`config.mk`:
```
export PLATFORM = sky130hd
export DESIGN_NAME = cip_lip_stage_flat
export DESIGN_NICKNAME = d
export VERILOG_FILES = /design/src/rtl/cray_issue_pkg.sv /design/src/rtl/cip_lip_stage_if.sv /design/src/rtl/parcel_fifo.sv /design/src/rtl/cip_lip_stage.sv /design/src/flat_wrapper.sv
export SDC_FILE = /design/constraint.sdc
export NUM_CORES = 1
export LEC_CHECK = 0
export CORE_UTILIZATION = 55
export DETAILED_ROUTE_END_ITERATION = 10
export DONT_BUFFER_PORTS = 1
export PLACE_DENSITY = 0.73
export SYNTH_ARGS = -nofsm -noshare
export SYNTH_HDL_FRONTEND = slang
export SYNTH_HIERARCHICAL = 1
export SYNTH_SLANG_ARGS = --single-unit
```
`constraint.sdc`:
```
create_clock -name clk -period 3.4 [get_ports clk]
set_clock_uncertainty 0.2 [all_clocks]
set_input_delay 0.51 -clock clk [delete_from_list [all_inputs] [get_ports clk]]
set_output_delay 0.51 -clock clk [all_outputs]
set_load 0.05 [all_outputs]
```
`src/rtl/cray_issue_pkg.sv`:
```
`default_nettype none
// ============================================================================
// Module      : cray_issue_pkg
// Description : Shared types, opcode classes and FSM encoding for the
//               CIP/LIP issue stage.
// Revision    : 1.0 - initial release
// ============================================================================
package cray_issue_pkg;

    localparam int PARCEL_W = 16;

    // Two-parcel opcode classes (octal): 006-021 is contiguous, then 040-041, 100-137
    localparam logic [6:0] c_op_2p_a_lo = 7'o006;
    localparam logic [6:0] c_op_2p_a_hi = 7'o021;
    localparam logic [6:0] c_op_2p_b_lo = 7'o040;
    localparam logic [6:0] c_op_2p_b_hi = 7'o041;
    localparam logic [6:0] c_op_2p_c_lo = 7'o100;
    localparam logic [6:0] c_op_2p_c_hi = 7'o137;

    typedef logic [PARCEL_W-1:0] parcel_t;

    typedef enum logic [1:0] {
        EMPTY = 2'd0,
        HALF  = 2'd1,
        FULL  = 2'd2
    } stage_state_e;

    function automatic logic is_two_parcel(input logic [6:0] opcode);
        return ((opcode >= c_op_2p_a_lo) && (opcode <= c_op_2p_a_hi)) ||
               ((opcode >= c_op_2p_b_lo) && (opcode <= c_op_2p_b_hi)) ||
               ((opcode >= c_op_2p_c_lo) && (opcode <= c_op_2p_c_hi));
    endfunction

endpackage
`default_nettype wire

```
`src/rtl/cip_lip_stage_if.sv`:
```
`default_nettype none
// ============================================================================
// Module      : cip_lip_stage_if
// Description : Parcel fetch and issue handshake bundle of the CIP/LIP stage.
// Revision    : 1.0 - initial release
// ============================================================================
interface cip_lip_stage_if;
    import cray_issue_pkg::*;

    parcel_t    i_nip;
    logic       i_nip_vld;
    logic       o_nip_rdy;
    logic       i_issue;
    logic       i_flush;
    parcel_t    o_cip;
    logic       o_cip_vld;
    parcel_t    o_lip;
    logic       o_lip_vld;
    logic [1:0] o_p_inc;

    modport master (
        output i_nip, i_nip_vld, i_issue, i_flush,
        input  o_nip_rdy, o_cip, o_cip_vld, o_lip, o_lip_vld, o_p_inc
    );

    modport slave (
        input  i_nip, i_nip_vld, i_issue, i_flush,
        output o_nip_rdy, o_cip, o_cip_vld, o_lip, o_lip_vld, o_p_inc
    );

endinterface
`default_nettype wire

```
`src/rtl/parcel_fifo.sv`:
```
`default_nettype none
// ============================================================================
// Module      : parcel_fifo
// Description : Synchronous parcel prefetch FIFO with wrap-bit pointers.
// Revision    : 1.0 - initial release
// ============================================================================
module parcel_fifo #(
    parameter int WIDTH = 16,
    parameter int DEPTH = 4
) (
    input  logic             clk,
    input  logic             rst_n,
    input  logic             i_clr,
    input  logic             i_push,
    input  logic             i_pop,
    input  logic [WIDTH-1:0] i_wdata,
    output logic [WIDTH-1:0] o_rdata,
    output logic             o_full,
    output logic             o_empty
);
    localparam int              c_aw      = $clog2(DEPTH);
    localparam logic [c_aw:0]   c_ptr_one = (c_aw+1)'(1);

    logic [WIDTH-1:0] r_mem [DEPTH];
    logic [c_aw:0]    r_wr_ptr;
    logic [c_aw:0]    r_rd_ptr;

    always_ff @(posedge clk or negedge rst_n) begin
        if (!rst_n) begin
            r_wr_ptr <= '0;
            r_rd_ptr <= '0;
        end else if (i_clr) begin
            r_wr_ptr <= '0;
            r_rd_ptr <= '0;
        end else begin
            if (i_push) r_wr_ptr <= r_wr_ptr + c_ptr_one;
            if (i_pop)  r_rd_ptr <= r_rd_ptr + c_ptr_one;
        end
    end

    always_ff @(posedge clk) begin
        if (i_push && !i_clr) r_mem[r_wr_ptr[c_aw-1:0]] <= i_wdata;
    end

    // Extra pointer bit distinguishes full from empty when the indices match
    assign o_empty = (r_wr_ptr == r_rd_ptr);
    assign o_full  = (r_wr_ptr[c_aw] != r_rd_ptr[c_aw]) &&
                     (r_wr_ptr[c_aw-1:0] == r_rd_ptr[c_aw-1:0]);
    assign o_rdata = r_mem[r_rd_ptr[c_aw-1:0]];

endmodule
`default_nettype wire

```
`src/rtl/cip_lip_stage.sv`:
```
`default_nettype none
// ============================================================================
// Module      : cip_lip_stage
// Description : Instruction-issue front end holding the current and lower
//               instruction parcels, fed by a small prefetch FIFO.
// Revision    : 1.0 - initial release
// ============================================================================
module cip_lip_stage
    import cray_issue_pkg::*;
#(
    parameter int FIFO_DEPTH = 4
) (
    input  logic          clk,
    input  logic          rst_n,
    cip_lip_stage_if.slave bus
);
    stage_state_e r_state, w_state_nxt;
    parcel_t      r_cip, w_cip_nxt;
    parcel_t      r_lip, w_lip_nxt;
    logic [1:0]   r_p_inc, w_p_inc_nxt;

    parcel_t w_head;
    parcel_t w_take_data;
    logic    w_full, w_empty;
    logic    w_need, w_pop, w_nip_rdy, w_push_ok, w_bypass, w_take, w_fifo_push;
    logic    w_cip_two, w_take_two, w_issue_ok;

    assign w_cip_two  = is_two_parcel(r_cip[PARCEL_W-1 -: 7]);
    assign w_issue_ok = (r_state == FULL) && bus.i_issue;
    assign w_need     = (r_state != FULL) || bus.i_issue;

    // An empty FIFO forwards the incoming parcel straight into CIP/LIP
    assign w_pop       = w_need && !w_empty && !bus.i_flush;
    assign w_nip_rdy   = !w_full || w_pop;
    assign w_push_ok   = bus.i_nip_vld && w_nip_rdy;
    assign w_bypass    = w_need && w_empty && w_push_ok && !bus.i_flush;
    assign w_take      = w_pop || w_bypass;
    assign w_take_data = w_empty ? bus.i_nip : w_head;
    assign w_take_two  = is_two_parcel(w_take_data[PARCEL_W-1 -: 7]);
    assign w_fifo_push = w_push_ok && !w_bypass && !bus.i_flush;

    parcel_fifo #(
        .WIDTH (PARCEL_W),
        .DEPTH (FIFO_DEPTH)
    ) u_fifo (
        .clk     (clk),
        .rst_n   (rst_n),
        .i_clr   (bus.i_flush),
        .i_push  (w_fifo_push),
        .i_pop   (w_pop),
        .i_wdata (bus.i_nip),
        .o_rdata (w_head),
        .o_full  (w_full),
        .o_empty (w_empty)
    );

    always_comb begin
        w_state_nxt = r_state;
        w_cip_nxt   = r_cip;
        w_lip_nxt   = r_lip;
        w_p_inc_nxt = 2'd0;
        if (w_issue_ok) w_p_inc_nxt = w_cip_two ? 2'd2 : 2'd1;

        if (bus.i_flush) begin
            w_state_nxt = EMPTY;
        end else begin
            case (r_state)
                EMPTY: begin
                    if (w_take) begin
                        w_cip_nxt   = w_take_data;
                        w_state_nxt = w_take_two ? HALF : FULL;
                    end
                end
                HALF: begin
                    if (w_take) begin
                        w_lip_nxt   = w_take_data;
                        w_state_nxt = FULL;
                    end
                end
                FULL: begin
                    if (bus.i_issue) begin
                        if (w_take) begin
                            w_cip_nxt   = w_take_data;
                            w_state_nxt = w_take_two ? HALF : FULL;
                        end else begin
                            w_state_nxt = EMPTY;
                        end
                    end
                end
                default: w_state_nxt = EMPTY;
            endcase
        end
    end

    always_ff @(posedge clk or negedge rst_n) begin
        if (!rst_n) begin
            r_state <= EMPTY;
        end else begin
            r_state <= w_state_nxt;
        end
    end

    always_ff @(posedge clk or negedge rst_n) begin
        if (!rst_n) begin
            r_cip   <= '0;
            r_lip   <= '0;
            r_p_inc <= 2'd0;
        end else begin
            r_cip   <= w_cip_nxt;
            r_lip   <= w_lip_nxt;
            r_p_inc <= w_p_inc_nxt;
        end
    end

    assign bus.o_nip_rdy = w_nip_rdy;
    assign bus.o_cip     = r_cip;
    assign bus.o_lip     = r_lip;
    assign bus.o_cip_vld = (r_state == FULL);
    assign bus.o_lip_vld = (r_state == FULL) && w_cip_two;
    assign bus.o_p_inc   = r_p_inc;

endmodule
`default_nettype wire

```
`src/flat_wrapper.sv`:
```
// flat-port wrapper written by rule: the top's interface ports become plain ports
module cip_lip_stage_flat import cray_issue_pkg::*;
#(
    parameter int FIFO_DEPTH = 4
)
  (clk, rst_n, bus_i_nip, bus_i_nip_vld, bus_i_issue, bus_i_flush, bus_o_nip_rdy, bus_o_cip, bus_o_cip_vld, bus_o_lip, bus_o_lip_vld, bus_o_p_inc);
  cip_lip_stage_if bus_i ();
  input  logic clk;
  input  logic rst_n;
  input wire logic [$bits(bus_i.i_nip)-1:0] bus_i_nip;
  input wire logic [$bits(bus_i.i_nip_vld)-1:0] bus_i_nip_vld;
  input wire logic [$bits(bus_i.i_issue)-1:0] bus_i_issue;
  input wire logic [$bits(bus_i.i_flush)-1:0] bus_i_flush;
  output wire logic [$bits(bus_i.o_nip_rdy)-1:0] bus_o_nip_rdy;
  output wire logic [$bits(bus_i.o_cip)-1:0] bus_o_cip;
  output wire logic [$bits(bus_i.o_cip_vld)-1:0] bus_o_cip_vld;
  output wire logic [$bits(bus_i.o_lip)-1:0] bus_o_lip;
  output wire logic [$bits(bus_i.o_lip_vld)-1:0] bus_o_lip_vld;
  output wire logic [$bits(bus_i.o_p_inc)-1:0] bus_o_p_inc;
  assign bus_i.i_nip = bus_i_nip;
  assign bus_i.i_nip_vld = bus_i_nip_vld;
  assign bus_i.i_issue = bus_i_issue;
  assign bus_i.i_flush = bus_i_flush;
  assign bus_o_nip_rdy = bus_i.o_nip_rdy;
  assign bus_o_cip = bus_i.o_cip;
  assign bus_o_cip_vld = bus_i.o_cip_vld;
  assign bus_o_lip = bus_i.o_lip;
  assign bus_o_lip_vld = bus_i.o_lip_vld;
  assign bus_o_p_inc = bus_i.o_p_inc;
  cip_lip_stage #(.FIFO_DEPTH(FIFO_DEPTH)) u_core (.clk(clk), .rst_n(rst_n), .bus(bus_i));
endmodule
```
==> results of run 1 <==
==> power breakdown <==
part           internal [mW]  switching, mW  leakage [nW]
sequential              1.56          0.861          1.07
clock                  0.296          0.472         0.104
combinational          0.241          0.306         0.652
total                   2.10           1.64          1.83
==> metal layers <==
layer,wire [um],GRT usage,vias up
met1,3680,0.285,1205
met2,3770,0.314,64
met3,515,0.0640,6
met5,0,0,-
li1,-,-,1089
met4,65,0.0661,0
==> state kept, by name (all words and copies together) (netlist names) <==
| register | flops |
|---|---|
| u_core/bus.o_p_inc | 2 |
| u_core/u_fifo/r_rd_ptr | 3 |
| u_core/u_fifo/r_mem | 64 |
| u_core/bus.o_lip | 16 |
| u_core/r_state | 2 |
| u_core/bus.o_cip | 16 |
| u_core/u_fifo/r_wr_ptr | 3 |
==> cell type report <==
| type | count | area (um2) |
|---|---|---|
| tap | 102 | 128 |
| sequential | 106 | 2970 |
| multi-input combinational | 159 | 1280 |
| clock inverter | 7 | 81.3 |
| inverter | 5 | 18.8 |
| fill | 574 | 2880 |
| timing repair buffer | 22 | 205 |
| clock buffer | 9 | 124 |
==> cell usage after synthesis (4+ instances only) <==
master	count
edfxtp_1	64
dfrtp_1	42
nor2_1	42
a21oi_1	35
mux2i_1	16
clkbuf_1	8
mux4_1	8
mux4_2	8
nor2b_1	6
and2_1	5
ha_1	5
inv_1	4
nor3_1	4
==> how the worst max path moves through the flow <==
| stage | startpoint | end | slack [ns] | cells after the start |
|---|---|---|---|---|
| after floorplan | u_core/u_fifo/r_rd_ptr[0]$_DFFE_PN0P_ | u_core/u_fifo/r_mem[3][0]$_DFFE_PP_ | 0.15 | 9 |
| after global placement | u_core/u_fifo/r_wr_ptr[0]$_DFFE_PN0P_ | u_core/r_state[1]$_DFFE_PN0P_ | 0.40 | 7 |
| after detailed placement | u_core/u_fifo/r_wr_ptr[0]$_DFFE_PN0P_ | u_core/r_state[1]$_DFFE_PN0P_ | 0.32 | 7 |
| after CTS | u_core/u_fifo/r_wr_ptr[0]$_DFFE_PN0P_ | u_core/r_state[1]$_DFFE_PN0P_ | 0.28 | 7 |
| after global routing | u_core/u_fifo/r_rd_ptr[2]$_DFFE_PN0P_ | u_core/r_state[1]$_DFFE_PN0P_ | 0.08 | 7 |
| final | u_core/u_fifo/r_wr_ptr[0]$_DFFE_PN0P_ | u_core/r_state[1]$_DFFE_PN0P_ | 0.24 | 7 |
==> cells by family after synthesis <==
| family | Yosys count | share of synthesized area |
|---|---|---|
| adder cells (fa/ha/maj) | 5 | 0.0144 |
| buffers and inverters | 19 | 0.0242 |
| multiplexers | 35 | 0.136 |
| XOR/XNOR | 5 | 0.0101 |
| AO/OA/AOI/OAI | 45 | 0.0579 |
| AND/OR/NAND/NOR | 69 | 0.0728 |
| flip-flops | 106 | 0.684 |
==> critical path, stage by stage (launching register included) <==
cell and delay, ns:
dfrtp_1 0.46, xor2_1 0.19, nor3b_2 0.68, buf_4 0.32, mux2i_1 0.48, nand3_1 0.13
o221a_1 0.25, a311o_1 0.35
==> what timing repair did <==
item	4_1_cts	5_1_grt
hold endpoints to repair	48	9
hold buffers	3	4
gates resized for setup	0	0
==> flow_metrics.env, run 1 <==
export IMPL_rows=32
export IMPL_start_util=0.565
export IMPL_core_mm2=0.00769
export IMPL_finalMaxSlewViolations=0
export IMPL_crit_type="reg2reg"
export IMPL_firstDrtPassIters=4
export IMPL_rsz0062_at_grt="no"
export IMPL_r2r_cells=7
export IMPL_setup_tns_ns=0
export IMPL_cts_setup_buffers=0
export IMPL_worstReg2RegEnd="u_core/r_state[1]$_DFFE_PN0P_"
export IMPL_setup_viol=0
export IMPL_gp_congestion=0.756
export IMPL_wl_um=8030
export IMPL_crit_required_ns=3.46
export IMPL_post_route_period_util=0.931
export IMPL_finalHoldViolCount=0
export IMPL_synthesis_nets=310
export IMPL_syn_area_mm2=0.00435
export IMPL_dp_cells=387
export IMPL_vdd_drop_max_uv=272
export IMPL_dieArea_mm2=0.00826
export IMPL_cts_buffers=9
export IMPL_layout_commonest_cell="edfxtp_1"
export IMPL_cts_tree="built"
export IMPL_die_w_um=90.9
export IMPL_grt_pass1_vias=2379
export IMPL_synth_top_area_share=0.442
export IMPL_final_cell_mix="64 x edfxtp_1, 42 x nor2_1, 42 x dfrtp_1, 35 x a21oi_1, 16 x mux2i_1"
export IMPL_hpwl_um=5420
export IMPL_synth_warning_count=6
export IMPL_cts_sinks=106
export IMPL_synth_distinct_cells=35
export IMPL_cp_start_kind="flip-flop"
export IMPL_diodes=0
export IMPL_nets=329
export IMPL_place_ws_ns=0.322
export IMPL_root_buffer="clkbuf_8"
export IMPL_hold_depth=0
export IMPL_portBuffers=0
export IMPL_ys_ff_latch=106
export IMPL_whs_endpoint="u_core/u_fifo/r_mem[2][15]$_DFFE_PP_"
export IMPL_period_minus_slack_ns=3.16
export IMPL_cp_arrival_ns=3.23
export IMPL_placed_cell_area_mm2=0.00452
export IMPL_postLayoutCoreUtil=0.625
export IMPL_power_density_mw_per_mm2=778
export IMPL_max_freq_ghz=0.316
export IMPL_async_reset_ff_frac=0.396
export IMPL_grt_total_usage=0.206
export IMPL_wl_per_cell_um=19.6
export IMPL_synthCells=284
export IMPL_ys_top_cells_by_area="edfxtp_1 44%, dfrtp_1 24%, mux4_1 4.8%, mux4_2 4.1%, a21oi_1 4.0%"
export IMPL_regToRegSetupSlack_ns=0.24
export IMPL_ant_nets=0
export IMPL_status="finished, final reports clean"
export IMPL_total_leakage_power_nw=1.83
export IMPL_worst_slew_pin_slew_ns=1.13
export IMPL_power_total_mw=3.74
export IMPL_max_clock_path_buffers=2
export IMPL_grt_pass1_wl_um=12700
export IMPL_htree_levels=3
export IMPL_drc=0
export IMPL_r2r_start="u_core/u_fifo/r_wr_ptr[0]$_DFFE_PN0P_"
export IMPL_grt_overflow_total=0
export IMPL_clock_latency_ns=0.37
export IMPL_clk_pin_slew_ns=0.11
export IMPL_relSlewSlack=0.248
export IMPL_holdWs_ns=0.0290
export IMPL_grt_max_degree=43
export IMPL_drive_gt1_frac=0.156
export IMPL_grt_antenna_before_repair=0
export IMPL_finalNonFillerCells=410
export IMPL_finalWorstSetupSlack_ns=0.235
export IMPL_vias_per_cell=5.77
export IMPL_io_pins=58
export IMPL_die_height_um=90.9
export IMPL_vias=2364
export IMPL_end_kind="flip-flop"
export IMPL_ys_flop_type="edfxtp_1"
export IMPL_hp_class="in2reg"
export IMPL_area_growth_pct=10.6
export IMPL_yosysTopAreaCell="edfxtp_1"
export IMPL_min_delay_start="bus_i_nip[15]"
export IMPL_ys_seq_area_frac=0.684
export IMPL_max_cap_viol_count=0
export IMPL_final_area_mm2=0.00481
export IMPL_detail_route_iter0_violations=147
export IMPL_path_max_fanout=9
export IMPL_syn_avg_cell_area_um2=15.3
export IMPL_synth_edf_count=64
No activity file was read; power rests on OpenSTA's default activity.
==> run 2, diff against run 1 <==
REMOVE_ABC_BUFFERS = 1   (was unset)
==> run 2 against run 1 <==
Sequential power is essentially flat; first-iteration DRC count is 15% lower; non-clock buffer count fell by 5; sequential cell count unchanged; maximum frequency up 1.2%; critical path type unchanged; largest power group unchanged; highest routed layer unchanged.
==> flow_metrics.env, run 2 (same netlist as run 1, synthesis figures left out) <==
export IMPL_grt_overflow_total=0
export IMPL_ant_nets=0
export IMPL_power_density_mw_per_mm2=783
export IMPL_die_w_um=90.9
export IMPL_cp_start_kind="flip-flop"
export IMPL_grt_total_usage=0.212
export IMPL_io_pins=58
export IMPL_gp_congestion=0.714
export IMPL_grt_pass1_vias=2430
export IMPL_hpwl_um=5070
export IMPL_final_area_mm2=0.00475
export IMPL_setup_viol=0
export IMPL_root_buffer="clkbuf_8"
export IMPL_portBuffers=0
export IMPL_clock_latency_ns=0.36
export IMPL_die_height_um=90.9
export IMPL_detail_route_iter0_violations=125
export IMPL_worst_slew_pin_slew_ns=0.693
export IMPL_crit_type="reg2reg"
export IMPL_grt_max_degree=43
export IMPL_htree_levels=3
export IMPL_cts_tree="built"
export IMPL_largest_reg_flops=64
export IMPL_post_route_period_util=0.920
export IMPL_period_minus_slack_ns=3.13
export IMPL_layout_commonest_cell="edfxtp_1"
export IMPL_finalHoldViolCount=0
export IMPL_firstDrtPassIters=4
export IMPL_total_leakage_power_nw=1.79
export IMPL_start_util=0.565
export IMPL_status="finished, final reports clean"
export IMPL_max_clock_path_buffers=2
export IMPL_vias=2350
export IMPL_end_kind="flip-flop"
export IMPL_wl_per_cell_um=19.8
export IMPL_finalMaxSlewViolations=0
export IMPL_area_growth_pct=9.21
export IMPL_drive_gt1_frac=0.152
export IMPL_final_cell_mix="64 x edfxtp_1, 42 x nor2_1, 42 x dfrtp_1, 35 x a21oi_1, 16 x mux2i_1"
export IMPL_place_ws_ns=0.383
export IMPL_nets=324
export IMPL_vias_per_cell=5.80
export IMPL_cts_setup_buffers=0
export IMPL_grt_antenna_before_repair=0
export IMPL_cts_buffers=9
export IMPL_finalWorstSetupSlack_ns=0.272
export IMPL_diodes=0
export IMPL_vdd_drop_max_uv=481
export IMPL_rows=32
export IMPL_drc=0
export IMPL_cp_arrival_ns=3.18
export IMPL_wl_um=8000
export IMPL_max_freq_ghz=0.320
export IMPL_grt_pass1_wl_um=12700
export IMPL_hp_class="in2reg"
export IMPL_placed_cell_area_mm2=0.00450
export IMPL_core_mm2=0.00769
export IMPL_power_total_mw=3.72
export IMPL_dieArea_mm2=0.00826
export IMPL_path_max_fanout=11
export IMPL_cts_sinks=106
export IMPL_rsz0062_at_grt="no"
export IMPL_clk_pin_slew_ns=0.10
export IMPL_crit_required_ns=3.45
export IMPL_max_cap_viol_count=0
export IMPL_relSlewSlack=0.536
## run 2: cell types whose count changed in the layout (fill, tap and decap cells not counted), sizes merged
cell	before	now
clkinvlp	0	2
buf	16	15
bufinv	0	1
clkbuf	9	11
dlygate4sd3	6	2
clkinv	3	0
inv	9	7
## run 2: worst max-delay path, cell delays in order (launching register included)
cell and delay [ns]:
dfrtp_1 0.65, xor2_1 0.17, nor3b_2 0.32, buf_4 0.30
mux2i_1 0.40, nand2_1 0.10, mux2_4 0.26, o221a_1 0.25
a311o_1 0.36
## run 2: final timing paths
kind,cells after the start,end,slack (ns),startpoint
worst max register to register,8,u_core/r_state[1]$_DFFE_PN0P_,0.27,u_core/u_fifo/r_rd_ptr[0]$_DFFE_PN0P_
worst min register to register,2,u_core/u_fifo/r_rd_ptr[2]$_DFFE_PN0P_,0.40,u_core/u_fifo/r_rd_ptr[2]$_DFFE_PN0P_
worst max-delay path,8,u_core/r_state[1]$_DFFE_PN0P_,0.27,u_core/u_fifo/r_rd_ptr[0]$_DFFE_PN0P_
worst min-delay path,0,u_core/u_fifo/r_mem[1][2]$_DFFE_PP_,0.03,bus_i_nip[2]
max in group asynchronous,2,u_core/bus.o_lip[0]$_DFFE_PN0P_,2.33,rst_n
min in group asynchronous,2,u_core/bus.o_lip[11]$_DFFE_PN0P_,0.46,rst_n
## run 2: area by class of cell
cell class / instances / area (um2)
clock buffers: 11 / 131
clock inverters: 5 / 62.6
fillers: 581 / 2940
inverters: 5 / 18.8
multi-input cells: 159 / 1280
flip-flops and latches: 106 / 2970
well taps: 102 / 128
repair buffers: 17 / 153
## run 2: what timing repair did
action                                 in CTS  in global routing
resized for setup                           0                  1
endpoints found under the hold margin      48                  0
hold buffers                                3                  0
setup endpoints to repair                   0                  1
## run 2: layer usage
layer | track usage | part of all wire | vias to the layer above
met1 | 0.280 | 0.45 | 1199
met3 | 0.0497 | 0.044 | 12
met4 | 0.0966 | 0.020 | 0
li1 | - | - | 1080
met5 | 0 | 0 | -
met2 | 0.338 | 0.49 | 59
## run 2: report_power, final
part           switching, mW  leakage (nW)  internal (mW)  total [mW]
sequential             0.856          1.07           1.56        2.42
clock                  0.415        0.0906          0.347       0.761
combinational          0.297         0.631          0.242       0.539
## run 2: stage by stage
| step | std cells | hold slack, ns | utilization | TNS [ns] |
|---|---|---|---|---|
| finish | 405 | 0.0343 | 0.617 | 0 |
| global route | 405 | 0.00773 | 0.617 | 0 |
| CTS | 405 | 0.0145 | 0.617 | 0 |
| detailed placement | 386 | 0.0155 | 0.585 | 0 |
| floorplan | 270 | 0.0144 | - | -108.66 |
| global placement | 386 | 0.0157 | 0.585 | 0 |
